--- config.mk ---
export PLATFORM = sky130hd
export DESIGN_NAME = seq_div_8by4
export DESIGN_NICKNAME = d
export VERILOG_FILES = /design/src/rtl/seq_div_8by4.sv
export SDC_FILE = /design/constraint.sdc
export NUM_CORES = 1
export LEC_CHECK = 0
export CORE_UTILIZATION = 34
export CTS_CLUSTER_DIAMETER = 80
export DETAILED_ROUTE_END_ITERATION = 10
export PLACE_DENSITY_LB_ADDON = 0.08
export SYNTH_ARGS = -nofsm -noshare
export SYNTH_HDL_FRONTEND = slang
export SYNTH_SLANG_ARGS = --single-unit
--- constraint.sdc ---
create_clock -name clk -period 3.9 [get_ports clk]
set_clock_uncertainty 0.1 [all_clocks]
set_input_delay 0.78 -clock clk [delete_from_list [all_inputs] [get_ports clk]]
set_output_delay 0.78 -clock clk [all_outputs]
set_load 0.03 [all_outputs]
--- src/rtl/seq_div_8by4.sv ---
// Iterative restoring divider: DW-bit dividend by VW-bit divisor, one quotient bit per clock.
// start/busy/done handshake; results and divide-by-zero flag are held until the next completion.
module seq_div_8by4 #(
    parameter int DW = 8,
    parameter int VW = 4
) (
    input  logic          clk,
    input  logic          rst_n,
    input  logic          start,
    input  logic [DW-1:0] dividend,
    input  logic [VW-1:0] divisor,
    output logic          busy,
    output logic          done,
    output logic [DW-1:0] quotient,
    output logic [VW-1:0] remainder,
    output logic          dz
);

    localparam int CW = (DW > 1) ? $clog2(DW) : 1;

    typedef enum logic [1:0] {
        IDLE = 2'd0,
        RUN  = 2'd1,
        DONE = 2'd2
    } state_t;

    state_t        state;
    state_t        state_nx;
    logic [CW-1:0] count;
    logic [DW-1:0] shift_q;   // dividend bits shift out the top, quotient bits shift in the bottom
    logic [VW-1:0] prem;
    logic [VW-1:0] dsr;

    logic          accept;
    logic          div_zero;
    logic          last;
    logic [VW:0]   trial;     // one bit wider than the divisor so the compare never overflows
    logic          fits;
    logic [VW-1:0] diff;
    logic [VW-1:0] prem_nx;
    logic [DW-1:0] quot_nx;

    assign accept   = start && (state != RUN);
    assign div_zero = (divisor == '0);
    assign last     = (count == '0);

    assign trial   = {prem, shift_q[DW-1]};
    assign fits    = (trial >= {1'b0, dsr});
    assign diff    = VW'(trial - {1'b0, dsr});
    assign prem_nx = fits ? diff : trial[VW-1:0];
    assign quot_nx = {shift_q[DW-2:0], fits};

    assign busy = (state == RUN);
    assign done = (state == DONE);

    // NOTE: sequential state is updated with non-blocking assignments so every
    // register samples the pre-edge values, independent of block ordering.
    always_ff @(posedge clk or negedge rst_n) begin
        if (!rst_n) begin
            state <= IDLE;
        end else begin
            state <= state_nx;
        end
    end

    // NOTE: next state gets a default before the case so no path leaves it
    // unassigned, which would otherwise infer a latch.
    always_comb begin
        state_nx = state;
        unique case (state)
            IDLE: begin
                if (accept) state_nx = div_zero ? DONE : RUN;
            end
            RUN: begin
                if (last) state_nx = DONE;
            end
            DONE: begin
                if (accept) state_nx = div_zero ? DONE : RUN;
                else        state_nx = IDLE;
            end
            default: state_nx = IDLE;
        endcase
    end

    // NOTE: the working registers are reset along with the outputs so an aborted
    // division leaves no stale partial state behind.
    always_ff @(posedge clk or negedge rst_n) begin
        if (!rst_n) begin
            count     <= '0;
            shift_q   <= '0;
            prem      <= '0;
            dsr       <= '0;
            quotient  <= '0;
            remainder <= '0;
            dz        <= 1'b0;
        end else if (accept) begin
            count   <= CW'(DW - 1);
            shift_q <= dividend;
            prem    <= '0;
            dsr     <= divisor;
            if (div_zero) begin
                quotient  <= '1;
                remainder <= '0;
                dz        <= 1'b1;
            end
        end else if (state == RUN) begin
            count   <= count - 1'b1;
            shift_q <= quot_nx;
            prem    <= prem_nx;
            if (last) begin
                quotient  <= quot_nx;
                remainder <= prem_nx;
                dz        <= 1'b0;
            end
        end
    end

endmodule

==> results of run 1 <==
synthesized netlist by cell type, types with 2 or more instances:
cell	n	area, sq um
dfrtp_1	34	850.8
nand2_1	23	86.33
o21ai_0	18	90.09
o21a_1	3	22.52
o41ai_2	2	32.53
o22a_1	2	17.52
o31ai_2	3	37.54
nand3_1	6	30.03
a21oi_1	6	30.03
o31ai_1	3	22.52
nor2_2	2	12.51
and3_4	2	22.52
nor2_1	7	26.28
ha_1	6	75.07
inv_1	10	37.54
nor4_4	2	42.54
nor2b_1	3	18.77
mux2i_1	8	80.08
nor3_1	3	15.01
buf_2	4	20.02
area by class of cell:
| cell class | instances | share of cell area (%) |
|---|---|---|
| Clock buffer | 7 | 3.966 |
| Multi-Input combinational cell | 115 | 37.30 |
| Sequential cell | 34 | 39.08 |
| Inverter | 11 | 1.897 |
| Tap cell | 67 | 3.851 |
| Timing Repair Buffer | 30 | 13.68 |
| Clock inverter | 1 | 0.2299 |
worst max-delay path, delay by kind of cell, from the launching register on:
family / cells / cell delay [ps]
buf+inv: 2 / 1300
flops: 1 / 380
simple gates: 1 / 310
metrics by stage:
| stage | worst slack (ps) | instance area [sq um] | hold WS (ps) | util [%] | total power, mW |
|---|---|---|---|---|---|
| after CTS | 720.8 | 2177 | 377.0 | 45.19 | 2.062 |
| after global placement | 990.8 | 2086 | 359.8 | 43.30 | 1.777 |
| final | 742.2 | 2177 | 371.9 | 45.19 | 2.039 |
| after floorplan | 2033 | 1735 | 344.3 | - | 1.466 |
| after global routing | 608.4 | 2177 | 417.1 | 45.19 | 2.213 |
| after detailed placement | 939.6 | 2086 | 367.1 | 43.30 | 1.787 |
cells by family after synthesis:
logic type | Yosys count
DFF | 34
xor gates and xnor gates | 1
muxes | 9
AOI/OAI and AO/OA | 44
adders and majority gates | 7
buffers and inverters | 17
and+or+nand+nor | 54
how the worst min path moves through the flow:
stage / startpoint / to / slack (ps) / depth (start not counted)
finish: count[0]$_DFFE_PN0P_ / count[0]$_DFFE_PN0P_ / 370 / 1
CTS: count[0]$_DFFE_PN0P_ / count[0]$_DFFE_PN0P_ / 380 / 1
detailed placement: count[0]$_DFFE_PN0P_ / count[0]$_DFFE_PN0P_ / 370 / 1
global placement: count[0]$_DFFE_PN0P_ / count[0]$_DFFE_PN0P_ / 360 / 1
global route: quotient[2]$_DFFE_PN0P_ / quotient[2]$_DFFE_PN0P_ / 420 / 1
floorplan: count[0]$_DFFE_PN0P_ / count[0]$_DFFE_PN0P_ / 340 / 1
metal layers:
metal,up-vias,GRT usage [%],part of all wire [%]
met3,2,5.213,4.3
met4,0,5.128,0.62
met2,23,22.53,47
met1,629,22.81,49
met5,-,0,0
li1,641,-,-
power groups by stage:
stage	registers, mW	logic, mW	clock network (mW)
5_1_grt	0.673	1.26	0.284
6_report	0.646	1.13	0.261
3_3_place_gp	0.651	1.13	0
2_1_floorplan	0.747	0.719	0
4_1_cts	0.648	1.14	0.271
3_5_place_dp	0.653	1.13	0
registers in the layout (all words and copies together), names as in the netlist:
name       count
quotient       8
dz             1
shift_q        8
prem           4
count          3
dsr            4
state          2
remainder      4
==> flow_metrics.tcl, run 1 <==
set metrics [dict create \
    crit_path_top_delay_cell "clkdlybuf4s50_1" \
    synthXorXnorAreaFrac_pct 0.5047 \
    fin_cells 265 \
    syn2layout_area_growth_pct 25.45 \
    drt-pass1-iter-count 4 \
    crit_chain "nand2b_2 -> inv_1 -> clkdlybuf4s50_1" \
    synthMuxAreaShare_pct 5.263 \
    critPathMaxStageDelay_ps 790 \
    end_kind "primary output" \
    cts-htree-levels 2 \
    min_period_over_period_pct 80.97 \
    ant_nets 0 \
    die_h_um 73.45 \
    p_comb_share_pct 55.5 \
    drc 0 \
    synth_top_family_by_area "compound AO/OA/AOI/OAI gates" \
    cts_tree "built" \
    yosys_warnings 0 \
    routedWlPerCell_um 14.02 \
    ys.flop_type "dfrtp_1" \
    slew_headroom_pct 52.18 \
    fmaxAchievable_ghz 0.3167 \
    clkLatencyLatePin_ps 280 \
    dieArea_sq_mm 0.005394 \
    layout_commonest_cell "dfrtp_1" \
    synth_cell_types 39 \
    synthCells 166 \
    power.density_mw_per_mm2 936.6 \
    ys_seq_elements 34 \
    cp_max_fo 23 \
    rsz0062_at_grt "false" \
    internal_power_mw 1.140 \
    finalSetupViolations 0 \
    drtIter0Drc 72 \
    p_sw_mw 0.8990 \
    p_leak_nw 0.9452 \
    cp.arrival_ps 2280 \
    ctsHoldBuffers 0 \
    finalSetupTns_ps 0 \
    hold_violations 0 \
    cts_setup_buffers 0 \
    wl_um 3716 \
    grt_overflow_total 0 \
    cts_root_buf "clkbuf_8" \
    grt_max_degree 35 \
    synthAdderAreaFrac_pct 5.479 \
    crit-reg2reg-launch "state[0]$_DFFE_PN0P_" \
    grt_usage_pct 15.90 \
    async_flop_share_pct 100.0 \
    synth-simple-area-share_pct 17.23 \
    rows 25 \
    clk_pin_slew_ps 70 \
    seqPwrFrac_pct 31.7 \
    numCtsBuffers 5 \
    rr_worst_depth 4 \
    cts-resized-gates 0 \
    cp-start-kind "flip-flop" \
    synth_area_per_cell_sq_um 10.45 \
    worst_pin_slew_ps 715.0 \
    p_sw_share_pct 44.09 \
    hold_path.class "flip-flop to flip-flop" \
    hpwl_um 2706 \
    fill_cells 509 \
    max_cap_viol_count 0 \
    synth_compound_area_share_pct 18.31 \
    vias 1295 \
    r2r_end "dsr[0]$_DFFE_PN0N_" \
    initial_core_util_pct 36.03 \
    place.gp.congestion 0.7999 \
    antenna_cells 0 \
    core_sq_mm 0.004817 \
    pwr-share-clk_pct 12.8 \
    grt_pass1_vias 1257 \
    dp_cells 257 \
    antenna_found_initial 0 \
    synth-edff-count 0 \
    final_nets 219 \
    portBuffers 29 \
    critical_path_class "flip-flop to primary output" \
    crit_start "state[1]$_DFFE_PN0P_" \
    fin_crit_ps 3158 \
    drive_above_1_share_pct 13.13 \
    numClockSinks 34 \
    outcome "completed" \
    cts_max_path_buffers 2 \
    die_w_um 73.45 \
    pin_count 30 \
    final_cell_mix "dfrtp_1 (34), clkdlybuf4s50_1 (29), nand2_1 (23)" \
    synth_fp_nets 188 \
    multiInputGateArea_sq_um 812.0 \
    seqCellArea_sq_um 850.8 \
    slew_violations 0 \
    crit_required_ps 3020 \
    grt_pass1_wl_um 6348 \
    irDropWorstVdd_mv 0.4194 \
    seq_area_frac_synth_pct 49.03 \
    synth_area_sq_mm 0.001735 \
    crit_end "busy" \
    vias_per_cell 4.887 \
    rrSetupSlack_ps 1790 \
]
Power figures use the tool's default switching activity.
==> run 2: changes to the inputs <==
==> constraint.sdc (replaced) <==
create_clock -name clk -period 3.02 [get_ports clk]
set_clock_uncertainty 0.1 [all_clocks]
set_input_delay 0.604 -clock clk [delete_from_list [all_inputs] [get_ports clk]]
set_output_delay 0.604 -clock clk [all_outputs]
set_load 0.03 [all_outputs]
==> run 2 against run 1 <==
Combinational power increased by 30%. Global-route usage increased by 0.30 points. Non-clock buffer count grew 3. Largest power group unchanged.
==> flow_metrics.tcl, run 2 (synthesis gave the netlist of run 1 again) <==
set metrics [dict create \
    hold_violations 0 \
    rows 25 \
    cts-resized-gates 0 \
    antenna_cells 0 \
    layout_commonest_cell "dfrtp_1" \
    hold_path.class "flip-flop to flip-flop" \
    slew_violations 0 \
    crit_path_top_delay_cell "clkdlybuf4s50_1" \
    cts_tree "built" \
    numClockSinks 34 \
    power.density_mw_per_mm2 1254 \
    final_cell_mix "dfrtp_1 (34), clkdlybuf4s50_1 (29), nand2_1 (23)" \
    p_leak_nw 0.9830 \
    grt_pass1_wl_um 6458 \
    worst_pin_slew_ps 708.7 \
    drive_above_1_share_pct 14.93 \
    rsz0062_at_grt "false" \
    p_comb_share_pct 52.1 \
    drc 0 \
    finalSetupTns_ps 0 \
    grt_max_degree 35 \
    fmaxAchievable_ghz 0.3980 \
    finalSetupViolations 0 \
    cp_max_fo 14 \
    internal_power_mw 1.655 \
    final_nets 222 \
    seqPwrFrac_pct 29.5 \
    numCtsBuffers 5 \
    max_cap_viol_count 0 \
    vias 1290 \
    p_sw_mw 1.168 \
    critical_path_class "flip-flop to primary output" \
    grt_overflow_total 0 \
    place.gp.congestion 0.8377 \
    syn2layout_area_growth_pct 29.70 \
    finalPower_mw 2.823 \
    grt_usage_pct 16.20 \
    pwr-share-clk_pct 18.4 \
    drtIter0Drc 42 \
    hpwl_um 2736 \
    ctsHoldBuffers 0 \
    cts_max_path_buffers 2 \
    min_period_over_period_pct 83.19 \
    dieArea_sq_mm 0.005394 \
    ant_nets 0 \
    wl_um 3811 \
    routedWlPerCell_um 14.22 \
    critPathMaxStageDelay_ps 680 \
    die_h_um 73.45 \
    irDropWorstVdd_mv 0.5183 \
    whs_ps 371.6 \
    crit_chain "nand2b_2 -> inv_1 -> clkdlybuf4s50_1" \
    portBuffers 29 \
    core_sq_mm 0.004817 \
    cts_root_buf "clkbuf_8" \
    reg_top3 "quotient x8, shift_q x8" \
    dp_slack_ps 671.2 \
    antenna_found_initial 0 \
    dp_cells 260 \
    end_kind "primary output" \
    clkLatencyLatePin_ps 290 \
    cp.arrival_ps 1810 \
    fin_ws_ps 507.7 \
    drt-pass1-iter-count 4 \
    pin_count 30 \
    cts_setup_buffers 0 \
    crit_required_ps 2320 \
    fin_crit_ps 2512 \
    vias_per_cell 4.813 \
    grt_pass1_vias 1354 \
    die_w_um 73.45 \
    cp-start-kind "flip-flop" \
    fin_cells 268 \
    outcome "completed" \
    cts-htree-levels 2 \
    clk_pin_slew_ps 70 \
    slew_headroom_pct 52.60 \
    initial_core_util_pct 36.03 \
    p_sw_share_pct 41.38 \
]
run 2: cell types whose count changed in the layout (fill, tap and decap cells not counted):
| cell | delta |
|---|---|
| bufinv_16 | +2 |
| buf_4 | +3 |
| clkbuf_1 | -1 |
| clkinv_2 | -1 |
run 2: metal layers:
layer | share of wire, % | track usage, % | up-vias
met2 | 43 | 23.75 | 27
met3 | 4.5 | 4.390 | 5
met5 | 0 | 0 | -
met1 | 51 | 22.91 | 612
li1 | - | - | 646
met4 | 1.2 | 5.769 | 0
run 2: critical path: cells and delay by family, from the launching register on:
kind                   cells  cell delay (ps)
buffers and inverters      2              810
DFF                        1              390
and+or+nand+nor            1              330
run 2: path summary, 6_finish.rpt:
check	depth (start not counted)	slack, ps	to	startpoint
min	1	370	count[0]$_DFFE_PN0P_	count[0]$_DFFE_PN0P_
min reg2reg	1	370	count[0]$_DFFE_PN0P_	count[0]$_DFFE_PN0P_
max reg2reg	7	1140	count[2]$_DFFE_PN0P_	state[1]$_DFFE_PN0P_
max	3	510	busy	state[1]$_DFFE_PN0P_
min in group asynchronous	2	620	dsr[2]$_DFFE_PN0N_	rst_n
max in group asynchronous	2	1880	dsr[0]$_DFFE_PN0N_	rst_n
run 2: power by group through the flow:
stage               registers, mW  clock network (mW)  logic (mW)
floorplan                   0.965                   0       0.928
global placement            0.835                   0        1.46
CTS                         0.836               0.532        1.49
finish                      0.833               0.518        1.47
global route                0.867               0.548        1.64
detailed placement          0.841                   0        1.48
run 2: metrics by stage:
step / area (sq um) / utilization, %
floorplan: 1735 / -
global placement: 2108 / 43.77
detailed placement: 2108 / 43.77
CTS: 2251 / 46.73
global route: 2251 / 46.73
finish: 2251 / 46.73
run 2: area by class of cell:
cell class,instances,area [sq um]
Fill cell,489,2566
Sequential cell,34,850.8
Multi-Input combinational cell,115,812.0
Timing Repair Buffer,33,320.3
Tap cell,67,83.83
Clock buffer,6,82.58
Clock inverter,2,60.06
Inverter,11,41.29
